[src/rtl/regfile_dump_reader_pkg.sv]
// Shared definitions for the register-file debug dump reader.
// Also holds the default widths that the register file itself uses.
package regfile_dump_reader_pkg;

  localparam int DATA_WIDTH_DEF = 32;
  localparam int ADDR_WIDTH_DEF = 5;

  typedef enum logic [1:0] {
    S_IDLE = 2'd0,
    S_READ = 2'd1,
    S_SEND = 2'd2,
    S_DONE = 2'd3
  } state_e;

endpackage

[src/rtl/regfile_dump_reader.sv]
// Walks an inclusive, wrapping address range on a spare register-file read port.
// Each sampled word is streamed out over a valid/ready handshake.
module regfile_dump_reader
  import regfile_dump_reader_pkg::*;
#(
  parameter int DATA_WIDTH = DATA_WIDTH_DEF,
  parameter int ADDR_WIDTH = ADDR_WIDTH_DEF
) (
  input  logic                  Clk,
  input  logic                  Rst_n,
  input  logic                  Start,
  input  logic                  Abort,
  input  logic                  SkipZero,
  input  logic [ADDR_WIDTH-1:0] StartAddr,
  input  logic [ADDR_WIDTH-1:0] EndAddr,
  output logic [ADDR_WIDTH-1:0] RAddr,
  input  logic [DATA_WIDTH-1:0] RData,
  output logic [DATA_WIDTH-1:0] Dout,
  output logic [ADDR_WIDTH-1:0] DoutAddr,
  output logic                  Valid,
  input  logic                  Ready,
  output logic                  Busy,
  output logic                  Done
);

  state_e                state_q;
  logic [ADDR_WIDTH-1:0] cur_q;
  logic [ADDR_WIDTH-1:0] end_q;
  logic                  skip_q;
  logic [DATA_WIDTH-1:0] dout_q;
  logic [ADDR_WIDTH-1:0] dout_addr_q;
  logic                  valid_q;
  logic                  busy_q;
  logic                  done_q;

  logic last_addr;
  logic zero_skip;

  assign last_addr = (cur_q == end_q);
  assign zero_skip = skip_q && (RData == '0);

  // NOTE: all state lives in one clocked block with non-blocking assignments,
  // so every right-hand side sees the pre-edge value regardless of statement order.
  always_ff @(posedge Clk or negedge Rst_n) begin
    if (!Rst_n) begin
      state_q     <= S_IDLE;
      cur_q       <= '0;
      end_q       <= '0;
      skip_q      <= 1'b0;
      dout_q      <= '0;
      dout_addr_q <= '0;
      valid_q     <= 1'b0;
      busy_q      <= 1'b0;
      done_q      <= 1'b0;
    end else begin
      done_q <= 1'b0;
      // Abort beats Ready and the DONE exit; it never produces a Done pulse.
      if (Abort && (state_q != S_IDLE)) begin
        state_q <= S_IDLE;
        valid_q <= 1'b0;
        busy_q  <= 1'b0;
      end else begin
        case (state_q)
          S_IDLE: begin
            if (Start) begin
              cur_q   <= StartAddr;
              end_q   <= EndAddr;
              skip_q  <= SkipZero;
              busy_q  <= 1'b1;
              state_q <= S_READ;
            end
          end
          S_READ: begin
            if (zero_skip) begin
              if (last_addr) begin
                state_q <= S_DONE;
                done_q  <= 1'b1;
              end else begin
                cur_q <= cur_q + 1'b1;
              end
            end else begin
              dout_q      <= RData;
              dout_addr_q <= cur_q;
              valid_q     <= 1'b1;
              state_q     <= S_SEND;
            end
          end
          S_SEND: begin
            if (Ready) begin
              valid_q <= 1'b0;
              if (last_addr) begin
                state_q <= S_DONE;
                done_q  <= 1'b1;
              end else begin
                cur_q   <= cur_q + 1'b1;
                state_q <= S_READ;
              end
            end
          end
          S_DONE: begin
            state_q <= S_IDLE;
            busy_q  <= 1'b0;
          end
          default: state_q <= S_IDLE;
        endcase
      end
    end
  end

  // The read port address tracks the walk counter directly, so it is stable for all of READ.
  assign RAddr    = cur_q;
  assign Dout     = dout_q;
  assign DoutAddr = dout_addr_q;
  assign Valid    = valid_q;
  assign Busy     = busy_q;
  assign Done     = done_q;

endmodule

[config.mk]
export PLATFORM = sky130hd
export DESIGN_NAME = regfile_dump_reader
export DESIGN_NICKNAME = d
export VERILOG_FILES = /design/src/rtl/regfile_dump_reader_pkg.sv /design/src/rtl/regfile_dump_reader.sv
export SDC_FILE = /design/constraint.sdc
export NUM_CORES = 1
export LEC_CHECK = 0
export ABC_AREA = 1
export ABC_CLOCK_PERIOD_IN_PS = 3900
export CAP_MARGIN = 15
export CORE_UTILIZATION = 45
export CTS_BUF_LIST = sky130_fd_sc_hd__clkbuf_16
export DETAILED_ROUTE_END_ITERATION = 7
export PLACE_DENSITY_LB_ADDON = 0.15
export SETUP_SLACK_MARGIN = 0.5
export SYNTH_ARGS = -nofsm -noshare
export SYNTH_HDL_FRONTEND = slang
export SYNTH_SLANG_ARGS = --single-unit
[constraint.sdc]
create_clock -name Clk -period 3.9 [get_ports Clk]
set_input_delay 0.585 -clock Clk [delete_from_list [all_inputs] [get_ports Clk]]
set_output_delay 0.585 -clock Clk [all_outputs]
set_load 0.005 [all_outputs]
==> results of run 1 <==
-- worst paths after layout --
| path | endpoint | cells after the start |
|---|---|---|
| setup / recovery | Dout[19]$_DFFE_PN0P_ | 8 |
| hold / removal | Dout[3]$_DFFE_PN0P_ | 1 |
| setup reg to reg | Dout[19]$_DFFE_PN0P_ | 7 |
| hold reg to reg | Dout[13]$_DFFE_PN0P_ | 2 |
| max in group asynchronous | Dout[1]$_DFFE_PN0P_ | 2 |
| min in group Clk | Dout[13]$_DFFE_PN0P_ | 2 |
-- power groups by stage --
stage | clock [mW] | combinational, mW | sequential (mW)
detailed placement | 0 | 1.37 | 1.01
CTS | 0.423 | 1.38 | 1.01
finish | 0.413 | 1.36 | 1.00
global route | 0.444 | 1.50 | 1.04
global placement | 0 | 1.33 | 1.01
floorplan | 0 | 0.823 | 0.992
-- per-layer routing --
metal  global-route usage  wire length [um]  up-vias  share of wire
li1                     -                 -     1174              -
met1                0.262              2760     1065           0.45
met2                0.338              2920       84           0.48
met3               0.0318               373        6          0.061
met4               0.0482                43        0         0.0071
met5                    0                 0        -              0
-- critical path: cells and delay by family --
family / cells / cell delay (ns)
buffers and inverters: 2 / 1.09
AOI/OAI and AO/OA: 1 / 0.18
and+or+nand+nor: 5 / 0.88
-- cells in the mapped netlist, drive strengths merged --
cell / count / area [um2]
nand3: 14 / 75.1
nor2: 36 / 138
buf: 8 / 92.6
mux2: 4 / 45.0
a21oi: 5 / 25.0
or2: 2 / 12.5
nand4: 3 / 18.8
xor2: 5 / 43.8
nor3: 1 / 5.00
inv: 46 / 173
a211oi: 1 / 7.51
o21ai: 47 / 348
clkbuf: 1 / 5.00
nand2: 80 / 328
o211ai: 1 / 7.51
ha: 5 / 62.6
dfrtp: 53 / 1330
mux2i: 4 / 40.0
xnor2: 1 / 8.76
-- kinds of logic (layout without fill, tap and decap cells) --
family,after synthesis,in the layout,share of synthesized area
and+or+nand+nor,136,136,0.209
muxes,8,8,0.0308
xor gates and xnor gates,6,6,0.0190
adders and majority gates,5,5,0.0227
buffers and inverters,55,147,0.0979
DFF,53,53,0.480
AOI/OAI and AO/OA,54,54,0.140
-- final cells by class --
cell class | instances | area [um2] | area share
Sequential cell | 53 | 1330 | 0.346
Multi-Input combinational cell | 209 | 1170 | 0.306
Timing Repair Buffer | 94 | 931 | 0.243
Inverter | 46 | 173 | 0.0451
Clock buffer | 5 | 125 | 0.0326
Tap cell | 75 | 93.8 | 0.0245
Clock inverter | 2 | 11.3 | 0.00294
-- registers in the layout, indices dropped and copies added, names as in the netlist --
name and cells:
Valid 1, RAddr 5, Done 1, DoutAddr 5, state_q 2, Dout 32, end_q 5, skip_q 1
Busy 1
==> summary.md, run 1 <==
| Metric | Value |
|---|---|
| Chip Height | ~80 um |
| Dpl ws | between 0.9 and 1 ns |
| CP dominant cell by count | nor2_1 |
| Layout cell share with drive strength beyond 1 | 0.144 |
| Slew Limit Fails | 0 |
| Clock Path Buffers | 2 |
| Root Driver | clkbuf_16 |
| Largest stage delay, worst path | ~0.67 ns |
| Clock Pin Slew Worst Setup and Hold Paths | roughly 0.06 ns |
| Worst setup SP type | primary input |
| Max_cap viols | 0 |
| GPL Wtd Cong | between 0.8 and 0.9 |
| Die Wd | between 80 and 90 um |
| Switching Share | 0.363 |
| Wire per inst | between 10 and 15 um |
| Final ANT Viol Nets | 0 |
| Post-Place Cells | between 400 and 500 |
| Initial Util | 0.466 |
| Endpoints failing setup | 0 |
| Final worst-path setup slack | 1.26 ns |
| Cell leakage power | about 1.8 nW |
| Critical path origin | RData[3] |
| Site row count | 28 |
| Max rail drop VDD | between 0.4 and 0.5 mV |
| DR vias/cell | 4.81 |
| # DRC | 0 |
| CTS Hold Bufs | 0 |
| Synthesized area per cell | around 8.7 um2 |
| CORE AREA | 5920 um2 |
| Cells after Synth | approximately 320 |
| CTS H-tree lvls | 2 |
| Synth Cell Area | around 2800 um2 |
| Post-DP HPWL | around 4.7 mm |
| PD cells | roughly 720 nW/um2 |
| Layout Skew | between 0.003 and 0.004 ns |
| CP required | a little over 4 ns |
| Worst endpoint data arrival time | ~2.8 ns |
| Switching Power | between 1 and 1.5 mW |
| TritonCTS buffer count | 5 |
| Finished Cell Area | around 3800 um2 |
| Setup CP Type | primary input to flop |
| Final core utilization | 0.647 |
| Finished Layout Cells | between 400 and 500 |
| NumNets Final | ~460 |
| Post-synth net total | 370 |
| Logic pwr share | 0.489 |
| Hold Crit Class | primary input to async pin |
| Vias in the first global route | 2149 |
| Full die area | approximately 6500 um2 |
| Most frequent cells in the layout | clkdlybuf4s50_1 (91), nand2_1 (69), dfrtp_1 (53) |
| Post-cts sizing count | 0 |
| Yosys reg bits | 53 |
| Ant. Diodes | 0 |
| Iter 0 DRT Violations | 123 |
| Relative slew slack | 0.446 |
| Internal | 1.77 mW |
| Worst Path Max Fanout | 68 |
| IO buf count | 92 |
| Placed Area | roughly 3700 um2 |
| Cell Chain, Critical Path | clkdlybuf4s50_1, nor2_1, nand2_1, nor2_1, nand4_1, nand3_4, buf_4, o21ai_0 |
| Total wire length | roughly 6.1 mm |
| Largest net degree at the start of global routing | just under 70 |
| Grt total ovfl | 0 |
| Initial antenna violation count | 0 |
| Seq/Total Area, Yosys | 0.480 |
| Reg2reg setup slack | 1.54 ns |
| Outcome | finished, final reports clean |
| Global-route usage over all layers | 0.198 |
| Total power | 2.78 mW |
| Crit share post-route | 0.678 |
| Critical path's slowest cell | buf_4 |
| Cell variety after synth | 27 |
| FILL cells | between 500 and 600 |
| DRT Pass-1 Iters | 5 |
| Most common cell after layout, fill and taps aside | clkdlybuf4s50_1 |
| Least-Margin Pin Slew | just over 0.8 ns |
| Achievable Freq | 0.378 GHz |
| Crit. End Element | flop |
| Final min period | between 2 and 3 ns |
| # IOs | 93 |
| Clock power share | 0.149 |
| Unrepaired setup endpoints after global routing | false |
| Routed vias | about 2300 |
| Worst skew pair latency | around 0.28 ns |
| Setup Buffers After CTS | 0 |
| YS warnings | 0 |
| First-pass GRT wire length | about 9.9 mm |
| Final Hold Fails | 0 |
| Area Growth Syn to Fin | 38.8% |
| Reg2Reg Launch Point | state_q[0]$_DFFE_PN0P_ |
| Hold Worst Slack | 0.291 ns |
| CTS tree | done |
| Total negative slack | 0 ns |
| Seq pwr share | 0.362 |
| CTS sink count | between 50 and 60 |
No activity file was read; power rests on OpenSTA's default activity.
==> run 2: changes to the inputs <==
- ABC_CLOCK_PERIOD_IN_PS: 3900 -> 2600
- clock period: 3.9 -> 2.6 ns (I/O delays scaled with it)
==> run 2 against run 1 <==
  * Worst setup slack got worse by 0.60 ns
  * Core utilization grew 1.6 points
  * Non-clock buffer count rose by 6
  * Cell count rose by 1.4%
  * Routed wire length up 2.2%
  * Design area is 2.5% higher
  * Clock skew rose by 0.0027 ns
  * Sequential power increased by 50%
  * Clock power up 60%
  * Register-to-register slack got worse by 0.84 ns
  * First-iteration DRC count shrank 16%
==> summary.md, run 2 (same netlist as run 1, synthesis figures left out) <==
| Metric | Value |
|---|---|
| Setup CP Type | primary input to flop |
| GPL Wtd Cong | between 0.8 and 0.9 |
| Total negative slack | 0 ns |
| Critical path's slowest cell | clkdlybuf4s50_1 |
| CTS H-tree lvls | 2 |
| Final min period | 1.94 ns |
| Global-route usage over all layers | 0.210 |
| Worst setup SP type | primary input |
| Initial Util | 0.466 |
| CP required | about 2.8 ns |
| Critical path origin | RData[30] |
| NumNets Final | about 470 |
| Worst endpoint data arrival time | 2.16 ns |
| Reg2reg setup slack | 0.70 ns |
| DR vias/cell | 4.84 |
| Die Wd | between 80 and 90 um |
| # DRC | 0 |
| Endpoints failing setup | 0 |
| Finished Cell Area | roughly 3900 um2 |
| Wire per inst | about 13 um |
| Cell leakage power | approximately 1.8 nW |
| Largest register FFs | 32 |
| CORE AREA | ~5900 um2 |
| Slew Limit Fails | 0 |
| First-pass GRT wire length | between 10 and 15 mm |
| Full die area | about 6500 um2 |
| Outcome | finished, final reports clean |
| Layout cell share with drive strength beyond 1 | 0.163 |
| Site row count | 28 |
| Total wire length | approximately 6.2 mm |
| DRT Pass-1 Iters | 4 |
| Most frequent cells in the layout | clkdlybuf4s50_1 (91), nand2_1 (68), dfrtp_1 (53) |
| Relative slew slack | 0.579 |
| CTS sink count | 53 |
| Initial antenna violation count | 0 |
| # IOs | 93 |
| Worst skew pair latency | between 0.2 and 0.3 ns |
| Largest net degree at the start of global routing | 31 |
| R2r worst-path depth | 11 |
| CP dominant cell by count | nand2_1 |
| Crit. End Element | flop |
| Reg2Reg Launch Point | state_q[0]$_DFFE_PN0P_ |
| Grt total ovfl | 0 |
| Routed vias | around 2400 |
| Hold Worst Slack | 0.108 ns |
| Vias in the first global route | around 2400 |
| TritonCTS buffer count | 5 |
| Root Driver | clkbuf_16 |
| Iter 0 DRT Violations | slightly above 100 |
| Cell Chain, Critical Path | clkdlybuf4s50_1, inv_2, nand2_1, nor2_2, nand3_1, nor2_1, nand4_1, nand3_4, buf_12, nand2_1, o21ai_1 |
| IO buf count | between 90 and 100 |
| Post-DP HPWL | between 4 and 5 mm |
| Achievable Freq | ~0.51 GHz |
| Largest stage delay, worst path | around 0.45 ns |
| Clock Pin Slew Worst Setup and Hold Paths | approximately 0.070 ns |
| Clock Path Buffers | 2 |
| Critical path buffers and inverters | 3 |
| Hold Crit Class | primary input to async pin |
| CTS Hold Bufs | 0 |
| Final core utilization | 0.664 |
| Unrepaired setup endpoints after global routing | true |
| Final Hold Fails | 0 |
| Placed Area | ~3700 um2 |
| CP delay by family, top | simple AND/OR/NAND/NOR gates |
| Chip Height | roughly 80 um |
| Area Growth Syn to Fin | 42.3% |
| Crit share post-route | 0.747 |
| Ant. Diodes | 0 |
| Layout Skew | approximately 0.0064 ns |
| Final ANT Viol Nets | 0 |
| CTS tree | done |
| Most common cell after layout, fill and taps aside | clkdlybuf4s50_1 |
| Least-Margin Pin Slew | 0.631 ns |
| PD cells | about 1100 nW/um2 |
| Reg2reg end | RAddr[4]$_DFFE_PN0P_ |
| Max_cap viols | 0 |
| Max rail drop VDD | between 0.5 and 0.6 mV |
| Worst Path Max Fanout | 30 |
==> run 2: cell type report <==
type                    count  area (um2)
clock buffers               5         125
clock inverters             3        22.5
fillers                   527        1990
inverters                  46         173
multi-input cells         209        1170
flip-flops and latches     53        1330
well taps                  75        93.8
repair buffers            100        1010
==> run 2: metal layers <==
layer	wire length (um)	GRT usage	vias to the layer above
met5	0	0	-
met4	66	0.0714	0
met3	324	0.0330	7
met2	3010	0.362	64
met1	2830	0.266	1120
li1	-	-	1186
==> run 2: timing repair <==
action | CTS | global route
setup buffers | 0 | 4
endpoints found under the setup margin | 0 | 31
resized for setup | 0 | 1
==> run 2: how the worst max path moves through the flow <==
stage / depth (start not counted) / to
2_1_floorplan: 11 / RAddr[0]$_DFFE_PN0P_
3_3_place_gp: 8 / Dout[19]$_DFFE_PN0P_
3_5_place_dp: 11 / Dout[16]$_DFFE_PN0P_
4_1_cts: 11 / Dout[16]$_DFFE_PN0P_
5_1_grt: 11 / Dout[16]$_DFFE_PN0P_
6_report: 11 / Dout[16]$_DFFE_PN0P_
==> run 2: stage by stage <==
stage                     power (mW)  setup slack [ns]  std cells
final                           4.32             0.658        491
after global routing            4.65             0.486        491
after CTS                       4.33             0.602        487
after detailed placement        3.65             0.300        479
after global placement          3.57             0.385        479
after floorplan                 2.72             0.985        317
==> run 2: power by group <==
part	total (mW)	switching [mW]	internal, mW	leakage (nW)
Combinational	2.16	0.982	1.18	1.10
Clock	0.661	0.304	0.357	0.0621
Sequential	1.50	0.285	1.22	0.657
Total	4.32	1.57	2.75	1.82
